==> src/rtl/mem_pkg.sv <==
// Shared encodings and address-field bounds for the instruction/data memory arbiter.
// Word index lives in dir[6:2]; the window field is dir[31:8].
package mem_pkg;

    typedef enum logic [1:0] {
        S_LIBRE = 2'd0,
        S_CPU   = 2'd1,
        S_DMA   = 2'd2
    } estado_t;

    localparam int IDX_MSB = 6;
    localparam int IDX_LSB = 2;
    localparam int IDX_W   = IDX_MSB - IDX_LSB + 1;
    localparam int VEN_MSB = 31;
    localparam int VEN_LSB = 8;

endpackage

==> src/rtl/decodificador_dir.sv <==
// Address decoder: word index plus alignment/window legality for one 32-bit byte address.
// Purely combinational; no backpressure.
module decodificador_dir
    import mem_pkg::*;
#(
    parameter logic [23:0] POS_INICIAL = 24'd0
) (
    input  logic [31:0]      dir,
    output logic             ok,
    output logic [IDX_W-1:0] indice
);

    assign ok     = (dir[1:0] == 2'b00) && (dir[VEN_MSB:VEN_LSB] == POS_INICIAL);
    assign indice = dir[IDX_MSB:IDX_LSB];

endmodule

==> src/rtl/arbitro_mem_dma.sv <==
// Round-robin arbiter/sequencer between CPU fetch (single read beat) and DMA bursts.
// Acks are combinational from state and request; read data/valid and error pulses are registered.
module arbitro_mem_dma
    import mem_pkg::*;
#(
    parameter logic [23:0] POS_INICIAL = 24'd0,
    parameter int          MAX_RAFAGA  = 8
) (
    input  logic        clk,
    input  logic        reset,
    input  logic        cpu_req,
    input  logic [31:0] cpu_dir,
    output logic        cpu_ack,
    output logic [31:0] cpu_rdata,
    output logic        cpu_rvalid,
    input  logic        dma_req,
    input  logic        dma_we,
    input  logic [31:0] dma_dir,
    input  logic [31:0] dma_wdata,
    input  logic        dma_ultimo,
    output logic        dma_ack,
    output logic [31:0] dma_rdata,
    output logic        dma_rvalid,
    output logic        dma_cedido,
    output logic        err_dir,
    output logic [31:0] mem_dir,
    output logic        mem_we,
    output logic [31:0] mem_wdata,
    input  logic [31:0] mem_rdata
);

    localparam int               CNT_W    = $clog2(MAX_RAFAGA);
    localparam logic [CNT_W-1:0] CNT_TOPE = CNT_W'(MAX_RAFAGA - 1);

    estado_t          estado;
    logic             prio;
    logic [CNT_W-1:0] cnt;
    logic             ok;
    logic [IDX_W-1:0] indice_unused;

    always_comb begin
        mem_dir = '0;
        case (estado)
            S_CPU:   mem_dir = cpu_dir;
            S_DMA:   mem_dir = dma_dir;
            default: mem_dir = '0;
        endcase
    end

    // Legality is judged on the muxed address, so one decoder covers both requesters.
    decodificador_dir #(
        .POS_INICIAL (POS_INICIAL)
    ) u_dec (
        .dir    (mem_dir),
        .ok     (ok),
        .indice (indice_unused)
    );

    assign cpu_ack   = (estado == S_CPU) && cpu_req;
    assign dma_ack   = (estado == S_DMA) && dma_req;
    assign mem_we    = dma_ack && dma_we && ok;
    assign mem_wdata = (estado == S_DMA) ? dma_wdata : '0;

    always_ff @(posedge clk or posedge reset) begin
        if (reset) begin
            estado     <= S_LIBRE;
            prio       <= 1'b0;
            cnt        <= '0;
            cpu_rdata  <= '0;
            cpu_rvalid <= 1'b0;
            dma_rdata  <= '0;
            dma_rvalid <= 1'b0;
            dma_cedido <= 1'b0;
            err_dir    <= 1'b0;
        end else begin
            cpu_rvalid <= 1'b0;
            dma_rvalid <= 1'b0;
            dma_cedido <= 1'b0;
            err_dir    <= 1'b0;
            case (estado)
                S_LIBRE: begin
                    // prio=0 favours the CPU on a tie, prio=1 the DMA.
                    if (cpu_req && (!dma_req || !prio)) begin
                        estado <= S_CPU;
                    end else if (dma_req) begin
                        estado <= S_DMA;
                    end
                end
                S_CPU: begin
                    estado <= S_LIBRE;
                    if (cpu_req) begin
                        cpu_rdata  <= ok ? mem_rdata : '0;
                        cpu_rvalid <= 1'b1;
                        err_dir    <= !ok;
                        prio       <= 1'b1;
                    end
                end
                S_DMA: begin
                    if (!dma_req) begin
                        estado <= S_LIBRE;
                    end else begin
                        err_dir <= !ok;
                        if (!dma_we) begin
                            dma_rdata  <= ok ? mem_rdata : '0;
                            dma_rvalid <= 1'b1;
                        end
                        if (dma_ultimo) begin
                            estado <= S_LIBRE;
                            prio   <= 1'b0;
                            cnt    <= '0;
                        end else if (cnt == CNT_TOPE) begin
                            // Saturated: only a waiting CPU can cut the burst here.
                            if (cpu_req) begin
                                estado     <= S_LIBRE;
                                prio       <= 1'b0;
                                cnt        <= '0;
                                dma_cedido <= 1'b1;
                            end
                        end else begin
                            cnt <= cnt + 1'b1;
                        end
                    end
                end
                default: estado <= S_LIBRE;
            endcase
        end
    end

endmodule

==> config.mk <==
export PLATFORM = sky130hd
export DESIGN_NAME = arbitro_mem_dma
export DESIGN_NICKNAME = d
export VERILOG_FILES = /design/src/rtl/mem_pkg.sv /design/src/rtl/decodificador_dir.sv /design/src/rtl/arbitro_mem_dma.sv
export SDC_FILE = /design/constraint.sdc
export NUM_CORES = 1
export LEC_CHECK = 0
export CAP_MARGIN = 40
export CORE_MARGIN = 2
export CORE_UTILIZATION = 38
export CTS_CLUSTER_DIAMETER = 100
export DETAILED_ROUTE_END_ITERATION = 8
export HOLD_SLACK_MARGIN = 0.05
export PLACE_DENSITY = 0.83
export SETUP_SLACK_MARGIN = 0.15
export SKIP_LAST_GASP = 1
export SLEW_MARGIN = 20
export SYNTH_ARGS = -nofsm -noshare
export SYNTH_HDL_FRONTEND = slang
export SYNTH_SLANG_ARGS = --single-unit
export TNS_END_PERCENT = 5
==> constraint.sdc <==
create_clock -name clk -period 7.73 [get_ports clk]
set_input_delay 1.546 -clock clk [delete_from_list [all_inputs] [get_ports clk]]
set_output_delay 1.546 -clock clk [all_outputs]
set_load 0.005 [all_outputs]
==> flow_summary.yaml, run 1 <==
clock_tree:
  cts_max_path_buffers: 2
  cts.clk_slew.worst_paths_ps: 60
  cts_tree: "built"
  htree_levels: 3
  clk_latency_ps: 330
  hold_buffers: 0
  cts_root_buf: "clkbuf_16"
  cts_inserted_buffers: 9
  cts_resized: 0
  post-cts-setup-buffer-count: 0
  clock_sinks: 74
timing:
  fin_crit_ps: 5534
  slew_headroom: 0.6040
  timing.fmax_mhz: 180.7
  worst_pin_slew_ps: 593.1
  fin_skew_ps: 7.288
  setup_tns_ps: 0
  maxSlewViolCount: 0
  hold_violations: 0
  fin_crit_sh: 0.7159
  fin_hold_ws_ps: 477.2
  fin_ws_ps: 2196
  setup_viol: 0
  rsz0062_at_grt: "no"
layout:
  nFillCells: 877
  fin_nets: 845
  num_antenna_cells: 0
  layout-drive-gt1-share: 0.1055
  ff_latch_area_mm2: 0.001852
  area_delta_synth_final_pct: 72.31
  multi_input_area_mm2: 0.002138
  design_area_mm2: 0.007412
drt:
  drtAntennaViolNets: 0
  drc: 0
  routed_wl_um: 15420
  num_vias: 4554
  dr.first_iter.drc_count: 324
  first_pass_iters: 5
  avgViaCountPerCell: 5.351
  wl_per_cell_um: 18.12
die:
  coreArea_mm2: 0.01094
  die_area_mm2: 0.01219
  num_io_pins: 269
  fp-row-count: 38
  die_width_um: 110.4
  initial_core_util: 0.3934
  dieHeight_um: 110.4
grt:
  grt_max_degree: 66
  grt_pass1_vias: 4421
  grt.total_usage: 0.2524
  grt_pass1_wl_um: 23410
  antenna_found_initial: 2
  grt-ovfl-total: 0
setup_path:
  arrival_ps: 3990
  rrSetupSlack_ps: 4660
  path_class: "primary input to output pin"
  setup.worst_path.start_class: "primary input"
  r2r-start: "estado[0]"
  reg2reg_depth: 9
  worstReg2RegEnd: "err_dir"
  required_ps: 6180
  cp_max_fo: 18
  worstSetupStartpoint: "dma_dir[1]"
  worstSetupEndpointType: "output pin"
hold_path:
  holdPathStages: 2
  min-delay-start: "cpu_rdata[30]"
  hp-class: "flop to flop"
  min_to: "cpu_rdata[30]"
yosys:
  yosysTopAreaCell: "dfrtp_1"
  yosys-top-cells-area: "dfrtp_1 (43%), o31ai_2 (12%), nand3_1 (7.8%)"
  synth_cell_types: 33
  avgSynthCellArea_um2: 9.251
  synth_top_area_frac: 0.4305
  synth_cells: 465
  synth_nets: 604
  yosys_warnings: 0
  ys_ff_latch: 74
  syn_area_mm2: 0.004302
  yosysSeqAreaShare: 0.4305
power:
  power.share.sequential: 0.203
  p_leak_nw: 2.909
  power_density_mw_per_mm2: 356.4
  clkPwrFrac: 0.172
  internal-power_w: 0.001457
  peakVddDrop_mv: 0.4345
  pwr-share-comb: 0.625
  netSwitchingPower_w: 0.001185
  swShare: 0.4484
flow_run:
  max_cap_viol_count: 0
placed_design:
  place_ws_ps: 2212
  port_buffers: 268
  placed_area_mm2: 0.007064
  place_congestion: 0.8799
  dp_hpwl_um: 11900
outcome:
  status: "finished, final reports clean"
## worst max path at each step
stage	slack [ps]	endpoint	cells past startpoint
finish	2200	mem_we	6
global route	2090	mem_we	6
CTS	2210	mem_we	6
detailed placement	2210	mem_we	6
global placement	1930	mem_we	6
floorplan	3320	mem_we	6
## cells in the final DEF, fill, tap and decap left out, types with 4 or more instances in the layout
cell	count
clkdlybuf4s50_1	268
nand3_1	67
and2_1	32
dfrtp_1	74
nor2_1	32
ha_1	4
clkbuf_16	9
a41oi_1	5
buf_4	5
o31ai_1	24
inv_1	7
a22oi_1	32
buf_16	4
o31ai_2	40
nand2_1	71
## flip-flops by register name (all words and copies together) (netlist names)
| signal | cells |
|---|---|
| cnt | 3 |
| cpu_rdata | 32 |
| cpu_rvalid | 1 |
| dma_cedido | 1 |
| dma_rdata | 32 |
| dma_rvalid | 1 |
| err_dir | 1 |
| estado | 2 |
| prio | 1 |
## cell usage after synthesis
cell,count
o311a_1,1
nand2b_1,2
inv_1,8
buf_1,8
o31ai_1,24
or4_4,2
o21ai_0,3
or4_1,1
clkbuf_1,21
inv_2,1
nor4_2,1
a41o_1,1
nand2_1,71
a32o_1,1
ha_1,5
a41oi_1,5
mux2i_1,1
o31ai_2,40
buf_4,2
dfrtp_1,74
and2_1,32
buf_6,10
o41ai_1,1
a21oi_1,2
a22oi_1,32
a21o_1,2
nor3_1,2
nor3b_1,1
nor2_1,32
buf_2,9
nand3_1,67
nor2b_1,1
a22o_1,2
## metrics by stage
stage / total power, W / std cells / util
5_1_grt: 0.002799 / 851 / 0.6778
3_3_place_gp: 0.002028 / 828 / 0.6327
2_1_floorplan: 0.001562 / 465 / -
4_1_cts: 0.002616 / 850 / 0.6760
3_5_place_dp: 0.002158 / 834 / 0.6460
6_report: 0.002642 / 851 / 0.6778
## critical path, cell delays in order
cell and delay [ps]:
clkdlybuf4s50_1 410, a22oi_1 320, a41oi_1 170, or4_4 690, nor4_2 300, clkdlybuf4s50_1 550
## cells by family after synthesis
kind of cell,after synthesis,synth area share
flip-flops,74,0.4305
AO/OA/AOI/OAI,114,0.2467
multiplexers,1,0.002327
adder cells (fa/ha/maj),5,0.01454
buffers and inverters,59,0.07330
AND/OR/NAND/NOR,212,0.2327
## per-layer routing
metal  vias up  GRT usage  routed length (µm)
met5         -          0                  30
met4         4    0.07054                 278
met3        29    0.06290                1188
met2       219     0.4422                8048
met1      2153     0.3079                5877
li1       2149          -                   -
## power groups by stage
| stage | clock network [W] | logic (W) | registers, W |
|---|---|---|---|
| after floorplan | 0 | 0.00103 | 0.000537 |
| after global placement | 0 | 0.00149 | 0.000538 |
| after detailed placement | 0 | 0.00162 | 0.000543 |
| after CTS | 0.000461 | 0.00162 | 0.000536 |
| after global routing | 0.000478 | 0.00178 | 0.000545 |
| final | 0.000455 | 0.00165 | 0.000536 |
## layout make-up
| class | count | area share |
|---|---|---|
| multi-input combinational | 332 | 0.2885 |
| clock buffer | 10 | 0.03224 |
| tap | 140 | 0.02363 |
| inverter | 9 | 0.004558 |
| clock inverter | 6 | 0.01199 |
| sequential | 74 | 0.2498 |
| timing repair buffer | 280 | 0.3893 |
Note: power is estimated with default switching activity, not from simulation.
==> run 2, diff against run 1 <==
--- a/config.mk
+++ b/config.mk
@@ -7,11 +7,11 @@
 export LEC_CHECK = 0
 export CAP_MARGIN = 40
 export CORE_MARGIN = 2
-export CORE_UTILIZATION = 38
+export CORE_UTILIZATION = 37
 export CTS_CLUSTER_DIAMETER = 100
 export DETAILED_ROUTE_END_ITERATION = 8
 export HOLD_SLACK_MARGIN = 0.05
-export PLACE_DENSITY = 0.83
+export PLACE_DENSITY = 0.81
 export SETUP_SLACK_MARGIN = 0.15
 export SKIP_LAST_GASP = 1
 export SLEW_MARGIN = 20
==> constraint.sdc (replaced) <==
create_clock -name clk -period 5.15 [get_ports clk]
set_input_delay 1.03 -clock clk [delete_from_list [all_inputs] [get_ports clk]]
set_output_delay 1.03 -clock clk [all_outputs]
set_load 0.005 [all_outputs]
==> flow_summary.yaml, run 2 (same netlist as run 1, synthesis figures left out) <==
setup_path:
  slowest_stage: "clkdlybuf4s50_1"
  worst-path-buf-inv: 3
  path_cells: "inv_1 -> ha_2 -> buf_16 -> a22oi_1 -> a41oi_1 -> or4_4 -> nor4_2 -> clkdlybuf4s50_1"
  max_stage_delay_ps: 580
  worstSetupPathDepth: 8
  cp_max_fo: 39
  reg2reg_depth: 9
  path_class: "flop to output pin"
  arrival_ps: 3250
  required_ps: 4120
  rrSetupSlack_ps: 2180
  cp_top_family: "buffers and inverters"
  r2r-start: "estado[0]"
  worstSetupStartpoint: "estado[0]"
  setup.worst_path.start_class: "flop"
  worstReg2RegEnd: "dma_rdata[25]"
  worstSetupEndpointType: "output pin"
die:
  coreArea_mm2: 0.01137
  die_width_um: 111.8
  dieHeight_um: 111.8
  initial_core_util: 0.3783
  num_io_pins: 269
  die_area_mm2: 0.01250
  fp-row-count: 39
clock_tree:
  post-cts-setup-buffer-count: 0
  cts_max_path_buffers: 2
  cts.clk_slew.worst_paths_ps: 60
  clk_latency_ps: 330
  cts_tree: "built"
  cts_inserted_buffers: 9
  hold_buffers: 0
  cts_root_buf: "clkbuf_16"
  htree_levels: 3
  cts_resized: 0
  clock_sinks: 74
power:
  p_leak_nw: 2.920
  total_power_w: 0.004054
  peakVddDrop_mv: 0.5331
  power_density_mw_per_mm2: 545.9
hold_path:
  min-delay-start: "cpu_rdata[26]"
  hp-class: "flop to flop"
  min_to: "cpu_rdata[26]"
  holdPathStages: 2
timing:
  rsz0062_at_grt: "no"
  maxSlewViolCount: 0
  fin_crit_ps: 4277
  fin_skew_ps: 3.478
  timing.fmax_mhz: 233.8
  fin_crit_sh: 0.8304
  worst_pin_slew_ps: 674.2
  slew_headroom: 0.5505
  setup_tns_ps: 0
  setup_viol: 0
  hold_violations: 0
layout:
  num_antenna_cells: 0
  design_area_mm2: 0.007426
  nFillCells: 932
  layout_common_cells: "clkdlybuf4s50_1 (268), dfrtp_1 (74), nand2_1 (71), nand3_1 (67), o31ai_2 (40)"
  fin_nets: 848
  layout-drive-gt1-share: 0.1092
  area_delta_synth_final_pct: 72.63
  layout_commonest_cell: "clkdlybuf4s50_1"
  top_regs: "cpu_rdata x32, dma_rdata x32, cnt x3"
  finalNonFillerCells: 857
  utilization: 0.6531
grt:
  grt-ovfl-total: 0
  grt.total_usage: 0.2538
  grt_pass1_vias: 4636
  grt_pass1_wl_um: 25160
  antenna_found_initial: 0
  grt_max_degree: 66
placed_design:
  placed_cells: 839
  place_congestion: 0.8299
  port_buffers: 268
  placed_area_mm2: 0.007056
  dp_hpwl_um: 12340
drt:
  dr.first_iter.drc_count: 461
  drtAntennaViolNets: 0
  drc: 0
  wl_per_cell_um: 18.98
  avgViaCountPerCell: 5.406
  num_vias: 4633
  routed_wl_um: 16270
  first_pass_iters: 5
flow_run:
  max_cap_viol_count: 0
outcome:
  status: "finished, final reports clean"
==> run 2: changes by cell type in the layout (fill, tap and decap cells not counted) <==
cell / before / now
buf_8: 1 / 2
buf_4: 5 / 8
buf_16: 4 / 3
==> run 2: worst reg2reg max path, cell delays in order (launching register included) <==
cell and delay (ps):
dfrtp_1 350, inv_1 70, ha_2 390, buf_16 270, a22oi_1 290, a41oi_1 170, or4_4 550, buf_4 200
buf_16 230, o31ai_2 360
==> run 2: power breakdown <==
part	internal (W)	total (W)	leakage (nW)	switching (W)
Combinational	0.00107	0.00257	1.76	0.00149
Clock	0.000438	0.000688	0.155	0.000249
Sequential	0.000720	0.000798	1.00	0.0000783
Total	0.00223	0.00405	2.92	0.00182
==> run 2: layer usage <==
| layer | vias to the layer above | track usage | wire [µm] |
|---|---|---|---|
| met2 | 216 | 0.4428 | 8220 |
| met4 | 0 | 0.08560 | 406 |
| li1 | 2152 | - | - |
| met5 | - | 0 | 0 |
| met3 | 27 | 0.06424 | 1273 |
| met1 | 2238 | 0.3056 | 6365 |
==> run 2: final cells by class <==
class | count | area (µm²) | share of cell area
clock buffer | 10 | 239.0 | 0.03218
clock inverter | 6 | 88.84 | 0.01196
inverter | 9 | 33.78 | 0.004549
multi-input combinational | 332 | 2138 | 0.2880
sequential | 74 | 1852 | 0.2494
tap | 143 | 178.9 | 0.02409
timing repair buffer | 283 | 2895 | 0.3899
==> run 2: worst max-delay path by stage <==
stage	endpoint
6_report	mem_we
4_1_cts	mem_we
5_1_grt	mem_we
3_3_place_gp	mem_we
2_1_floorplan	mem_we
3_5_place_dp	mem_we
==> run 2: stage by stage <==
| stage | setup WS [ps] | hold WS [ps] |
|---|---|---|
| after global routing | 640.6 | 492.2 |
| after global placement | 907.7 | 459.2 |
| after CTS | 694.7 | 478.7 |
| after detailed placement | 853.1 | 465.5 |
| after floorplan | 1767 | 462.9 |
| final | 873.3 | 477.4 |
==> run 3, diff against run 2 <==
==> constraint.sdc (replaced) <==
create_clock -name clk -period 4.39 [get_ports clk]
set_input_delay 0.878 -clock clk [delete_from_list [all_inputs] [get_ports clk]]
set_output_delay 0.878 -clock clk [all_outputs]
set_load 0.005 [all_outputs]
==> flow_summary.yaml, run 3 (same netlist as run 1, synthesis figures left out) <==
timing:
  fin_crit_ps: 3957
  maxSlewViolCount: 0
  slew_headroom: 0.5788
  rsz0062_at_grt: "no"
  setup_tns_ps: 0
  fin_hold_ws_ps: 479.9
  fin_skew_ps: 7.490
  hold_violations: 0
  worst_pin_slew_ps: 630.8
  timing.fmax_mhz: 252.7
  setup_viol: 0
  fin_crit_sh: 0.9014
setup_path:
  path_class: "primary input to output pin"
  cp_top_family: "buffers and inverters"
  cp_common_cell: "clkdlybuf4s50_1"
  path_cells: "clkdlybuf4s50_1 -> a22oi_1 -> nor2_1 -> or4_1 -> nor4_2 -> clkdlybuf4s50_1"
  worst-path-buf-inv: 2
  setup.worst_path.start_class: "primary input"
  required_ps: 3510
  cp_max_fo: 2
  worstSetupEndpointType: "output pin"
  slowest_stage: "clkdlybuf4s50_1"
  max_stage_delay_ps: 590
  arrival_ps: 3080
layout:
  num_antenna_cells: 0
  top_regs: "cpu_rdata x32, dma_rdata x32, cnt x3"
  area_delta_synth_final_pct: 72.22
  layout-drive-gt1-share: 0.1106
  layout_common_cells: "clkdlybuf4s50_1 (268), dfrtp_1 (74), nand2_1 (71), nand3_1 (67), o31ai_2 (40)"
  layout_commonest_cell: "clkdlybuf4s50_1"
  fin_nets: 849
drt:
  first_pass_iters: 5
  num_vias: 4606
  wl_per_cell_um: 18.85
  routed_wl_um: 16160
  avgViaCountPerCell: 5.375
  dr.first_iter.drc_count: 332
  drtAntennaViolNets: 0
  drc: 0
grt:
  grt-ovfl-total: 0
  grt.total_usage: 0.2547
  antenna_found_initial: 0
  grt_pass1_vias: 4680
  grt_max_degree: 43
  grt_pass1_wl_um: 25160
clock_tree:
  clk_latency_ps: 320
  cts_max_path_buffers: 2
  cts_root_buf: "clkbuf_16"
  cts.clk_slew.worst_paths_ps: 60
  htree_levels: 3
  hold_buffers: 0
  cts_inserted_buffers: 9
  cts_tree: "built"
  clock_sinks: 74
placed_design:
  place_congestion: 0.8096
  port_buffers: 268
  dp_hpwl_um: 12570
die:
  die_width_um: 111.8
  fp-row-count: 39
  num_io_pins: 269
  coreArea_mm2: 0.01137
  die_area_mm2: 0.01250
  initial_core_util: 0.3783
  dieHeight_um: 111.8
power:
  peakVddDrop_mv: 0.5570
  netSwitchingPower_w: 0.002096
  p_leak_nw: 2.918
  power_density_mw_per_mm2: 634.1
  internal-power_w: 0.002602
  swShare: 0.4462
  power.share.sequential: 0.200
  pwr-share-comb: 0.630
  clkPwrFrac: 0.170
flow_run:
  max_cap_viol_count: 0
outcome:
  status: "finished, final reports clean"
hold_path:
  hp-class: "flop to flop"
-- run 3: cell count changes in the layout (fill, tap and decap cells not counted) --
cell	delta
buf_4	+3
inv_1	-1
clkinvlp_4	-1
buf_16	-1
buf_8	-1
clkbuf_8	+1
-- run 3: layout make-up --
class	instances	area [µm²]
Clock inverter	4	73.82
Multi-Input combinational cell	332	2138
Timing Repair Buffer	284	2875
Fill cell	911	3961
Inverter	9	37.54
Clock buffer	11	252.7
Sequential cell	74	1852
Tap cell	143	178.9
-- run 3: final timing paths --
path / startpoint / end / slack, ps / cells past startpoint
setup / recovery: dma_dir[18] / mem_we / 430 / 6
hold / removal: dma_rdata[12] / dma_rdata[12] / 480 / 2
setup reg to reg: estado[0] / dma_rdata[24] / 1450 / 9
hold reg to reg: dma_rdata[12] / dma_rdata[12] / 480 / 2
max in group asynchronous: reset / estado[1] / 2510 / 5
min in group asynchronous: reset / cpu_rdata[25] / 810 / 2
-- run 3: power by group through the flow --
stage          clock, W  combinational (W)  sequential, W
2_1_floorplan         0            0.00181       0.000945
3_3_place_gp          0            0.00269       0.000944
3_5_place_dp          0            0.00295       0.000951
4_1_cts        0.000811            0.00296       0.000940
5_1_grt        0.000841            0.00318       0.000957
6_report       0.000799            0.00296       0.000940
-- run 3: worst min-delay path: cells and delay by family, from the launching register on --
| kind | cells | cell delay (ps) |
|---|---|---|
| DFF | 1 | 340 |
| and+or+nand+nor | 1 | 60 |
| AOI/OAI and AO/OA | 1 | 50 |
-- run 3: timing repair --
action	4_1_cts	5_1_grt
setup endpoints to repair	0	1
gates resized for setup	0	1
setup buffers	0	0
-- run 3: per-layer routing --
layer / up-vias / share of wire / global-route usage
met4: 0 / 0.037 / 0.1095
met5: - / 0 / 0
met1: 2187 / 0.39 / 0.3099
met2: 226 / 0.50 / 0.4267
li1: 2157 / - / -
met3: 36 / 0.072 / 0.06805
-- run 3: metrics by stage --
stage | setup WS [ps] | power [W] | util | area [µm²] | cells
floorplan | 1311 | 0.002751 | - | 4302 | 465
finish | 433.1 | 0.004698 | 0.6516 | 7408 | 857
global route | 348.7 | 0.004977 | 0.6516 | 7408 | 857
detailed placement | 428.9 | 0.003901 | 0.6212 | 7063 | 841
CTS | 242.7 | 0.004707 | 0.6499 | 7390 | 856
global placement | 455.3 | 0.003637 | 0.6129 | 6968 | 837
